<file path="src/rtl/snake_pkg.sv">
// snake_pkg: shared constants for the snake host register stage.
//   - EPP register addresses (ADDR_ID .. ADDR_SCORE)
//   - head direction encoding (DIR_UP .. DIR_LEFT)
//   - CTRL and STATUS register bit positions
package snake_pkg;

   localparam logic [7:0] ADDR_ID     = 8'h00;
   localparam logic [7:0] ADDR_CTRL   = 8'h01;
   localparam logic [7:0] ADDR_DIR    = 8'h02;
   localparam logic [7:0] ADDR_STATUS = 8'h03;
   localparam logic [7:0] ADDR_SPEED  = 8'h04;
   localparam logic [7:0] ADDR_SCORE  = 8'h05;

   localparam logic [1:0] DIR_UP    = 2'd0;
   localparam logic [1:0] DIR_RIGHT = 2'd1;
   localparam logic [1:0] DIR_DOWN  = 2'd2;
   localparam logic [1:0] DIR_LEFT  = 2'd3;

   localparam int unsigned CTRL_RUN      = 0;
   localparam int unsigned CTRL_PAUSE    = 1;
   localparam int unsigned CTRL_SOFT_RST = 2;

   localparam int unsigned STATUS_GAME_OVER = 6;
   localparam int unsigned STATUS_OVF       = 7;

endpackage

</file>
<file path="src/rtl/snake_dir_fifo.sv">
// snake_dir_fifo: synchronous FIFO with occupancy count.
//   clk, rst_n : clock, asynchronous active-low reset
//   flush      : synchronous clear (overrides push/pop)
//   push/wdata : write request and data; accepted when not full or when
//                a pop happens in the same cycle
//   pop        : remove head entry; ignored while empty
//   rdata      : head entry (0 while empty)
//   count      : number of stored entries
//   full/empty : occupancy flags
// DEPTH must be a power of two so the pointers wrap naturally.
module snake_dir_fifo #(
   parameter int unsigned DEPTH = 4,
   parameter int unsigned WIDTH = 2
) (
   input  logic                       clk,
   input  logic                       rst_n,
   input  logic                       flush,
   input  logic                       push,
   input  logic [WIDTH-1:0]           wdata,
   input  logic                       pop,
   output logic [WIDTH-1:0]           rdata,
   output logic [$clog2(DEPTH+1)-1:0] count,
   output logic                       full,
   output logic                       empty
);

   localparam int unsigned AW = (DEPTH > 1) ? $clog2(DEPTH) : 1;
   localparam int unsigned CW = $clog2(DEPTH + 1);

   logic [WIDTH-1:0] mem_q [DEPTH];
   logic [AW-1:0]    wr_ptr_q, wr_ptr_d;
   logic [AW-1:0]    rd_ptr_q, rd_ptr_d;
   logic [CW-1:0]    count_q, count_d;
   logic             push_ok, pop_ok;

   assign empty = (count_q == '0);
   assign full  = (count_q == CW'(DEPTH));
   assign count = count_q;
   assign rdata = empty ? '0 : mem_q[rd_ptr_q];

   always_comb begin
      wr_ptr_d = wr_ptr_q;
      rd_ptr_d = rd_ptr_q;
      count_d  = count_q;
      pop_ok   = pop && !empty;
      // a pop frees the slot the push needs, so full+pop+push is accepted
      push_ok  = push && (!full || pop_ok);
      if (flush) begin
         pop_ok   = 1'b0;
         push_ok  = 1'b0;
         wr_ptr_d = '0;
         rd_ptr_d = '0;
         count_d  = '0;
      end else begin
         if (push_ok) wr_ptr_d = wr_ptr_q + AW'(1);
         if (pop_ok)  rd_ptr_d = rd_ptr_q + AW'(1);
         if (push_ok && !pop_ok)      count_d = count_q + CW'(1);
         else if (pop_ok && !push_ok) count_d = count_q - CW'(1);
      end
   end

   always_ff @(posedge clk or negedge rst_n) begin
      if (!rst_n) begin
         wr_ptr_q <= '0;
         rd_ptr_q <= '0;
         count_q  <= '0;
      end else begin
         wr_ptr_q <= wr_ptr_d;
         rd_ptr_q <= rd_ptr_d;
         count_q  <= count_d;
      end
   end

   // storage needs no reset: the head is masked while empty
   always_ff @(posedge clk) begin
      if (push_ok) mem_q[wr_ptr_q] <= wdata;
   end

endmodule

</file>
<file path="src/rtl/snake_host_regs.sv">
// snake_host_regs: host register/command stage between the EPP slave and
// the snake game core.
//   clk, rst_n               : clock, asynchronous active-low reset
//   epp_addr/wdata/wr/rd     : EPP register access (single-cycle strobes)
//   epp_rdata, epp_rdata_rdy : registered read data and its valid pulse
//   cmd_valid/cmd_dir/cmd_pop: direction command FIFO towards the game
//   game_tick                : one-cycle step pulse every (SPEED+1)*PRESC_DIV
//   game_rst                 : one-cycle soft-reset pulse to the game
//   game_over, score         : status inputs from the game
// Optional build macro SNAKE_REV_FILTER_EN: drop DIR writes that would
// reverse the head by 180 degrees relative to last_dir.
module snake_host_regs
   import snake_pkg::*;
#(
   parameter int unsigned PRESC_DIV  = 250000,
   parameter int unsigned FIFO_DEPTH = 4,
   parameter logic [7:0]  ID_VALUE   = 8'h5A
) (
   input  logic       clk,
   input  logic       rst_n,
   input  logic [7:0] epp_addr,
   input  logic [7:0] epp_wdata,
   input  logic       epp_wr,
   input  logic       epp_rd,
   output logic [7:0] epp_rdata,
   output logic       epp_rdata_rdy,
   output logic       cmd_valid,
   output logic [1:0] cmd_dir,
   input  logic       cmd_pop,
   output logic       game_tick,
   output logic       game_rst,
   input  logic       game_over,
   input  logic [7:0] score
);

   localparam int unsigned PW = (PRESC_DIV > 1) ? $clog2(PRESC_DIV) : 1;
   localparam int unsigned CW = $clog2(FIFO_DEPTH + 1);
   localparam logic [PW-1:0] PRESC_MAX = PW'(PRESC_DIV - 1);

   logic          run_q, run_d;
   logic          pause_q, pause_d;
   logic [7:0]    speed_q, speed_d;
   logic          ovf_q, ovf_d;
   logic [1:0]    last_dir_q, last_dir_d;
   logic [PW-1:0] presc_q, presc_d;
   logic [7:0]    step_q, step_d;
   logic          tick_q, tick_d;
   logic          game_rst_q, game_rst_d;
   logic [7:0]    rdata_q, rdata_d;
   logic          rdy_q, rdy_d;

   logic          wr_ctrl, wr_dir, wr_status, wr_speed;
   logic          soft_rst, dir_rev, fifo_push, fifo_full, fifo_empty;
   logic [CW-1:0] fifo_count;
   logic [7:0]    rd_mux;

   assign wr_ctrl   = epp_wr && (epp_addr == ADDR_CTRL);
   assign wr_dir    = epp_wr && (epp_addr == ADDR_DIR);
   assign wr_status = epp_wr && (epp_addr == ADDR_STATUS);
   assign wr_speed  = epp_wr && (epp_addr == ADDR_SPEED);
   assign soft_rst  = wr_ctrl && epp_wdata[CTRL_SOFT_RST];

`ifdef SNAKE_REV_FILTER_EN
   // opposite direction differs only in bit 1 (up<->down, right<->left)
   assign dir_rev = (epp_wdata[1:0] == (last_dir_q ^ DIR_DOWN));
`else
   assign dir_rev = 1'b0;
`endif

   assign fifo_push = wr_dir && !dir_rev;

   snake_dir_fifo #(
      .DEPTH(FIFO_DEPTH),
      .WIDTH(2)
   ) u_fifo (
      .clk   (clk),
      .rst_n (rst_n),
      .flush (soft_rst),
      .push  (fifo_push),
      .wdata (epp_wdata[1:0]),
      .pop   (cmd_pop),
      .rdata (cmd_dir),
      .count (fifo_count),
      .full  (fifo_full),
      .empty (fifo_empty)
   );

   assign cmd_valid     = !fifo_empty;
   assign epp_rdata     = rdata_q;
   assign epp_rdata_rdy = rdy_q;
   assign game_tick     = tick_q;
   assign game_rst      = game_rst_q;

   // read mux uses only current (pre-write) state
   always_comb begin
      rd_mux = '0;
      case (epp_addr)
         ADDR_ID:     rd_mux = ID_VALUE;
         ADDR_CTRL: begin
            rd_mux[CTRL_RUN]   = run_q;
            rd_mux[CTRL_PAUSE] = pause_q;
         end
         ADDR_DIR:    rd_mux[1:0] = last_dir_q;
         ADDR_STATUS: begin
            rd_mux[2:0]              = 3'(fifo_count);
            rd_mux[STATUS_GAME_OVER] = game_over;
            rd_mux[STATUS_OVF]       = ovf_q;
         end
         ADDR_SPEED:  rd_mux = speed_q;
         ADDR_SCORE:  rd_mux = score;
         default:     rd_mux = '0;
      endcase
   end

   always_comb begin
      run_d      = run_q;
      pause_d    = pause_q;
      speed_d    = speed_q;
      ovf_d      = ovf_q;
      last_dir_d = last_dir_q;
      presc_d    = presc_q;
      step_d     = step_q;
      tick_d     = 1'b0;
      game_rst_d = 1'b0;
      rdata_d    = rdata_q;
      rdy_d      = 1'b0;

      if (epp_rd) begin
         rdata_d = rd_mux;
         rdy_d   = 1'b1;
      end

      if (wr_ctrl) begin
         run_d   = epp_wdata[CTRL_RUN];
         pause_d = epp_wdata[CTRL_PAUSE];
      end
      if (wr_speed) speed_d = epp_wdata;
      if (wr_status && epp_wdata[STATUS_OVF]) ovf_d = 1'b0;

      if (fifo_push) begin
         if (!fifo_full || cmd_pop) last_dir_d = epp_wdata[1:0];
         else                       ovf_d      = 1'b1;
      end

      if (!run_q) begin
         presc_d = '0;
         step_d  = '0;
      end else if (!pause_q) begin
         if (presc_q == PRESC_MAX) begin
            presc_d = '0;
            if (step_q == speed_q) begin
               step_d = '0;
               tick_d = 1'b1;
            end else begin
               step_d = step_q + 8'd1;
            end
         end else begin
            presc_d = presc_q + PW'(1);
         end
      end
      if (wr_speed) step_d = '0;

      if (soft_rst) begin
         game_rst_d = 1'b1;
         ovf_d      = 1'b0;
         last_dir_d = DIR_RIGHT;
         presc_d    = '0;
         step_d     = '0;
      end
   end

   always_ff @(posedge clk or negedge rst_n) begin
      if (!rst_n) begin
         run_q      <= 1'b0;
         pause_q    <= 1'b0;
         speed_q    <= 8'd7;
         ovf_q      <= 1'b0;
         last_dir_q <= DIR_RIGHT;
         presc_q    <= '0;
         step_q     <= '0;
         tick_q     <= 1'b0;
         game_rst_q <= 1'b0;
         rdata_q    <= '0;
         rdy_q      <= 1'b0;
      end else begin
         run_q      <= run_d;
         pause_q    <= pause_d;
         speed_q    <= speed_d;
         ovf_q      <= ovf_d;
         last_dir_q <= last_dir_d;
         presc_q    <= presc_d;
         step_q     <= step_d;
         tick_q     <= tick_d;
         game_rst_q <= game_rst_d;
         rdata_q    <= rdata_d;
         rdy_q      <= rdy_d;
      end
   end

endmodule
</file>
<file path="config.mk">
export PLATFORM = sky130hd
export DESIGN_NAME = snake_host_regs
export DESIGN_NICKNAME = d
export VERILOG_FILES = /design/src/rtl/snake_pkg.sv /design/src/rtl/snake_dir_fifo.sv /design/src/rtl/snake_host_regs.sv
export SDC_FILE = /design/constraint.sdc
export NUM_CORES = 1
export LEC_CHECK = 0
export CAP_MARGIN = 5
export CORE_MARGIN = 2
export CORE_UTILIZATION = 55
export DETAILED_ROUTE_END_ITERATION = 7
export PLACE_DENSITY_LB_ADDON = 0.05
export SYNTH_ARGS = -nofsm -noshare
export SYNTH_HDL_FRONTEND = slang
export SYNTH_SLANG_ARGS = --single-unit
</file>
<file path="constraint.sdc">
create_clock -name clk -period 4.2 [get_ports clk]
set_input_delay 1.05 -clock clk [delete_from_list [all_inputs] [get_ports clk]]
set_output_delay 1.05 -clock clk [all_outputs]
set_load 0.01 [all_outputs]
</file>
==> impl_metrics.csv <==
group,metric,value,unit
sta,slew_headroom,0.4935,
die,die_h,83.34,um
detailed_routing,wl,7.413,mm
critical_path,endpoint,"u_fifo.count[2]$_DFFE_PN0P_",
synthesis,syn_area_per_cell,10.21,um2
synthesis,syn_inst,339,
synthesis,synth_top_area_share,0.3831,
worst_hold_path,hp-class,"reg2reg",
detailed_routing,drtIter0Drc,124,
clock_tree,insertion_delay,340,ps
synthesis,ys_seq_elements,65,
clock_tree,cts.path.max_buffers,2,
synthesis,synthXorXnorAreaFrac,0.07842,
sta,fin_setup_tns,0,ps
critical_path,r2r_cells,6,
synthesis,synth-compound-area-share,0.09794,
critical_path,path_class,"in2reg",
grt,grt_pass1_wl,12.79,mm
critical_path,end_kind,"flip-flop",
synthesis,syn-num-nets,376,
power,p_seq_frac,0.486,
synthesis,yosys-top-cells-area,"dfrtp_1, edfxtp_1, xor2_1",
sta,finClkSkew,4.849,ps
synthesis,synthAdderAreaFrac,0.02747,
detailed_routing,num_vias,2668,
critical_path,r2r-end,"presc_q[17]$_DFFE_PN0P_",
die,io-pin-count,44,
synthesis,synth.area.mux_share,0.06035,
critical_path,critPathLaunch,"epp_addr[2]",
clock_tree,tritoncts,"yes",
sta,period_minus_slack,3206,ps
clock_tree,cts_resized,0,
critical_path,cp.arrival,3430,ps
clock_tree,clock-sinks,65,
die,rows,28,
synthesis,synthMostInstantiatedCell,"dfrtp_1",
grt,gr-total-overflow,0,
flow_run,maxCapViolations,0,
synthesis,synth_edf_count,8,
sta,holdWs,519.2,ps
placement,hpwl,5.345,mm
grt,grt_use_total,0.2308,
critical_path,reg2reg_slack,1990,ps
detailed_routing,drc,0,
die,start_util,0.5779,
finish,area_delta_synth_final,19.30,%
die,core,5991,um2
synthesis,ys_seq_area_frac,0.4828,
detailed_routing,ant_nets,0,
critical_path,startpoint_type,"primary input",
placement,place_congestion,0.8290,
clock_tree,ctsHtreeMaxLevel,3,
detailed_routing,drtPass1Iterations,4,
die,die_w,83.34,um
placement,placed_area,3958,um2
detailed_routing,wire_per_inst,15.91,um
sta,drv_slew,0,
sta,fmax,0.3119,GHz
synthesis,synth_top_family_by_area,"simple AND/OR/NAND/NOR gates",
synthesis,synth_common_cells,"dfrtp_1, nor2_1, xor2_1",
synthesis,syn_area,3462,um2
clock_tree,clkTransAtPathRegs,70,ps
sta,rsz0062_at_grt,"no",
power,vdd.ir_drop.worst,0.3607,mV
sta,finalCritPeriodShare,0.7633,
power,power_density,363.8,nW/um2
clock_tree,cts_setup_buffers,0,
critical_path,reg2reg_from,"presc_q[1]$_DFFE_PN0P_",
synthesis,async_flop_share,0.8769,
finish,final_nets,424,
synthesis,ys.flop_type,"dfrtp_1",
die,dieArea,6946,um2
synthesis,synth-simple-area-share,0.2212,
finish,diodes,0,
grt,antenna_found_initial,0,
clock_tree,numCtsBuffers,9,
power,p_leak,1.728,nW
sta,tightest_slew,759.7,ps
finish,seqCellArea,1672,um2
finish,fin_util,0.6894,
detailed_routing,viasPerCell,5.725,
power,p_int,1.098,mW
finish,final_area,4130,um2
sta,setup_violations,0,
power,p_sw,404.7,uW
finish,n_fill_cell,473,
run_status,status,"complete, no violations",
clock_tree,ctsHoldBuffers,0,
synthesis,synth_cell_types,59,
grt,grt_max_degree,34,
synthesis,yosysWarnings,0,
critical_path,crit_required,4430,ps
power,swShare,0.2693,
sta,finalHoldViolCount,0,
finish,multi_input_area,1680,um2
finish,drive_gt1_frac,0.1100,
critical_path,crit_fanout,12,
placement,port_buffers,43,
clock_tree,cts-root-buf,"clkbuf_8",
power,combPwrFrac,0.184,
power,p_total,1.503,mW
power,pwr-share-clk,0.330,
grt,first_global_vias,2657,
synthesis,netlist.top_cell.by_area,"dfrtp_1",
==> how the worst min path moves through the flow <==
stage | startpoint | endpoint | slack [ps] | cells past startpoint
final | epp_rdata[3]$_DFFE_PN0P_ | epp_rdata[3]$_DFFE_PN0P_ | 520 | 2
after global routing | epp_rdata[3]$_DFFE_PN0P_ | epp_rdata[3]$_DFFE_PN0P_ | 560 | 2
after CTS | epp_rdata[4]$_DFFE_PN0P_ | epp_rdata[4]$_DFFE_PN0P_ | 530 | 2
after detailed placement | epp_rdata[5]$_DFFE_PN0P_ | epp_rdata[5]$_DFFE_PN0P_ | 520 | 2
after global placement | epp_rdata[3]$_DFFE_PN0P_ | epp_rdata[3]$_DFFE_PN0P_ | 510 | 2
after floorplan | presc_q[17]$_DFFE_PN0P_ | presc_q[17]$_DFFE_PN0P_ | 500 | 2
==> cell type report <==
class                           instances  area share
Tap cell                               75     0.02272
Timing Repair Buffer                   49      0.1139
Sequential cell                        65      0.4047
Clock buffer                           14     0.03454
Clock inverter                          1    0.007271
Inverter                               11    0.009997
Multi-Input combinational cell        251      0.4068
==> registers in the layout (all words and copies together) (netlist names) <==
name / count
game_tick: 1
epp_rdata_rdy: 1
u_fifo.rd_ptr_q: 2
presc_q: 18
last_dir_q: 2
step_q: 8
u_fifo.count: 3
pause_q: 1
game_rst: 1
u_fifo.wr_ptr_q: 2
epp_rdata: 8
ovf_q: 1
u_fifo.mem_q: 8
run_q: 1
speed_q: 8
==> through the flow <==
stage	worst slack [ps]	std cells
floorplan	1414	339
global placement	746.4	451
detailed placement	694.6	451
CTS	1050	466
global route	853.0	466
finish	994.3	466
==> per-layer routing <==
layer	routed length, um	global-route usage
met5	0	0
met4	142	0.09240
met3	329	0.04672
met2	3503	0.3585
met1	3438	0.3187
==> layout by cell type, fill, tap and decap left out, types with 2 or more instances in the layout <==
master | synthesis | layout
a31oi_1 | 3 | 3
nor3_1 | 11 | 11
a22o_1 | 2 | 2
nand3_1 | 19 | 19
nand3b_1 | 2 | 2
nor2_1 | 36 | 36
xor2_1 | 23 | 23
ha_1 | 6 | 6
edfxtp_1 | 8 | 8
o2111ai_1 | 2 | 2
clkbuf_1 | 6 | 5
o21ai_0 | 11 | 11
and2_1 | 11 | 11
xnor2_1 | 8 | 8
o22ai_1 | 2 | 2
dfrtp_1 | 53 | 53
o211ai_1 | 3 | 3
clkbuf_8 | 0 | 9
nand4_1 | 12 | 12
a22oi_1 | 4 | 4
nor4b_1 | 3 | 3
o31ai_1 | 4 | 4
buf_4 | 2 | 6
and3_1 | 7 | 7
nand2_1 | 22 | 22
inv_1 | 11 | 11
dfstp_2 | 4 | 4
o21a_1 | 2 | 2
nor4_1 | 2 | 2
mux4_2 | 2 | 2
mux2_2 | 11 | 11
or3_1 | 2 | 2
clkdlybuf4s50_1 | 0 | 42
nor2b_1 | 3 | 3
a21oi_1 | 12 | 12
mux2i_1 | 4 | 4
==> logic make-up (layout without fill, tap and decap cells) <==
| family | Yosys count | in the layout |
|---|---|---|
| simple gates | 144 | 144 |
| flops | 65 | 65 |
| compound gates | 52 | 52 |
| xor+xnor | 31 | 31 |
| buf+inv | 23 | 75 |
| mux | 17 | 17 |
| fa+ha+maj | 7 | 7 |
==> power by group through the flow <==
stage	Sequential [mW]	Clock [mW]	Combinational [mW]
final	0.730	0.496	0.276
after detailed placement	0.741	0	0.280
after CTS	0.730	0.510	0.281
after global routing	0.737	0.536	0.304
after global placement	0.739	0	0.269
after floorplan	0.727	0	0.166
==> worst max-delay path: stages <==
cell	delay [ps]
clkdlybuf4s50_1	400
buf_4	180
nor4b_1	590
and2_1	280
nand3b_1	150
nor2_1	150
fa_1	200
nor2_1	50
a22oi_1	160
xor2_1	170
nor2_1	50
Note: power is estimated with default switching activity, not from simulation.
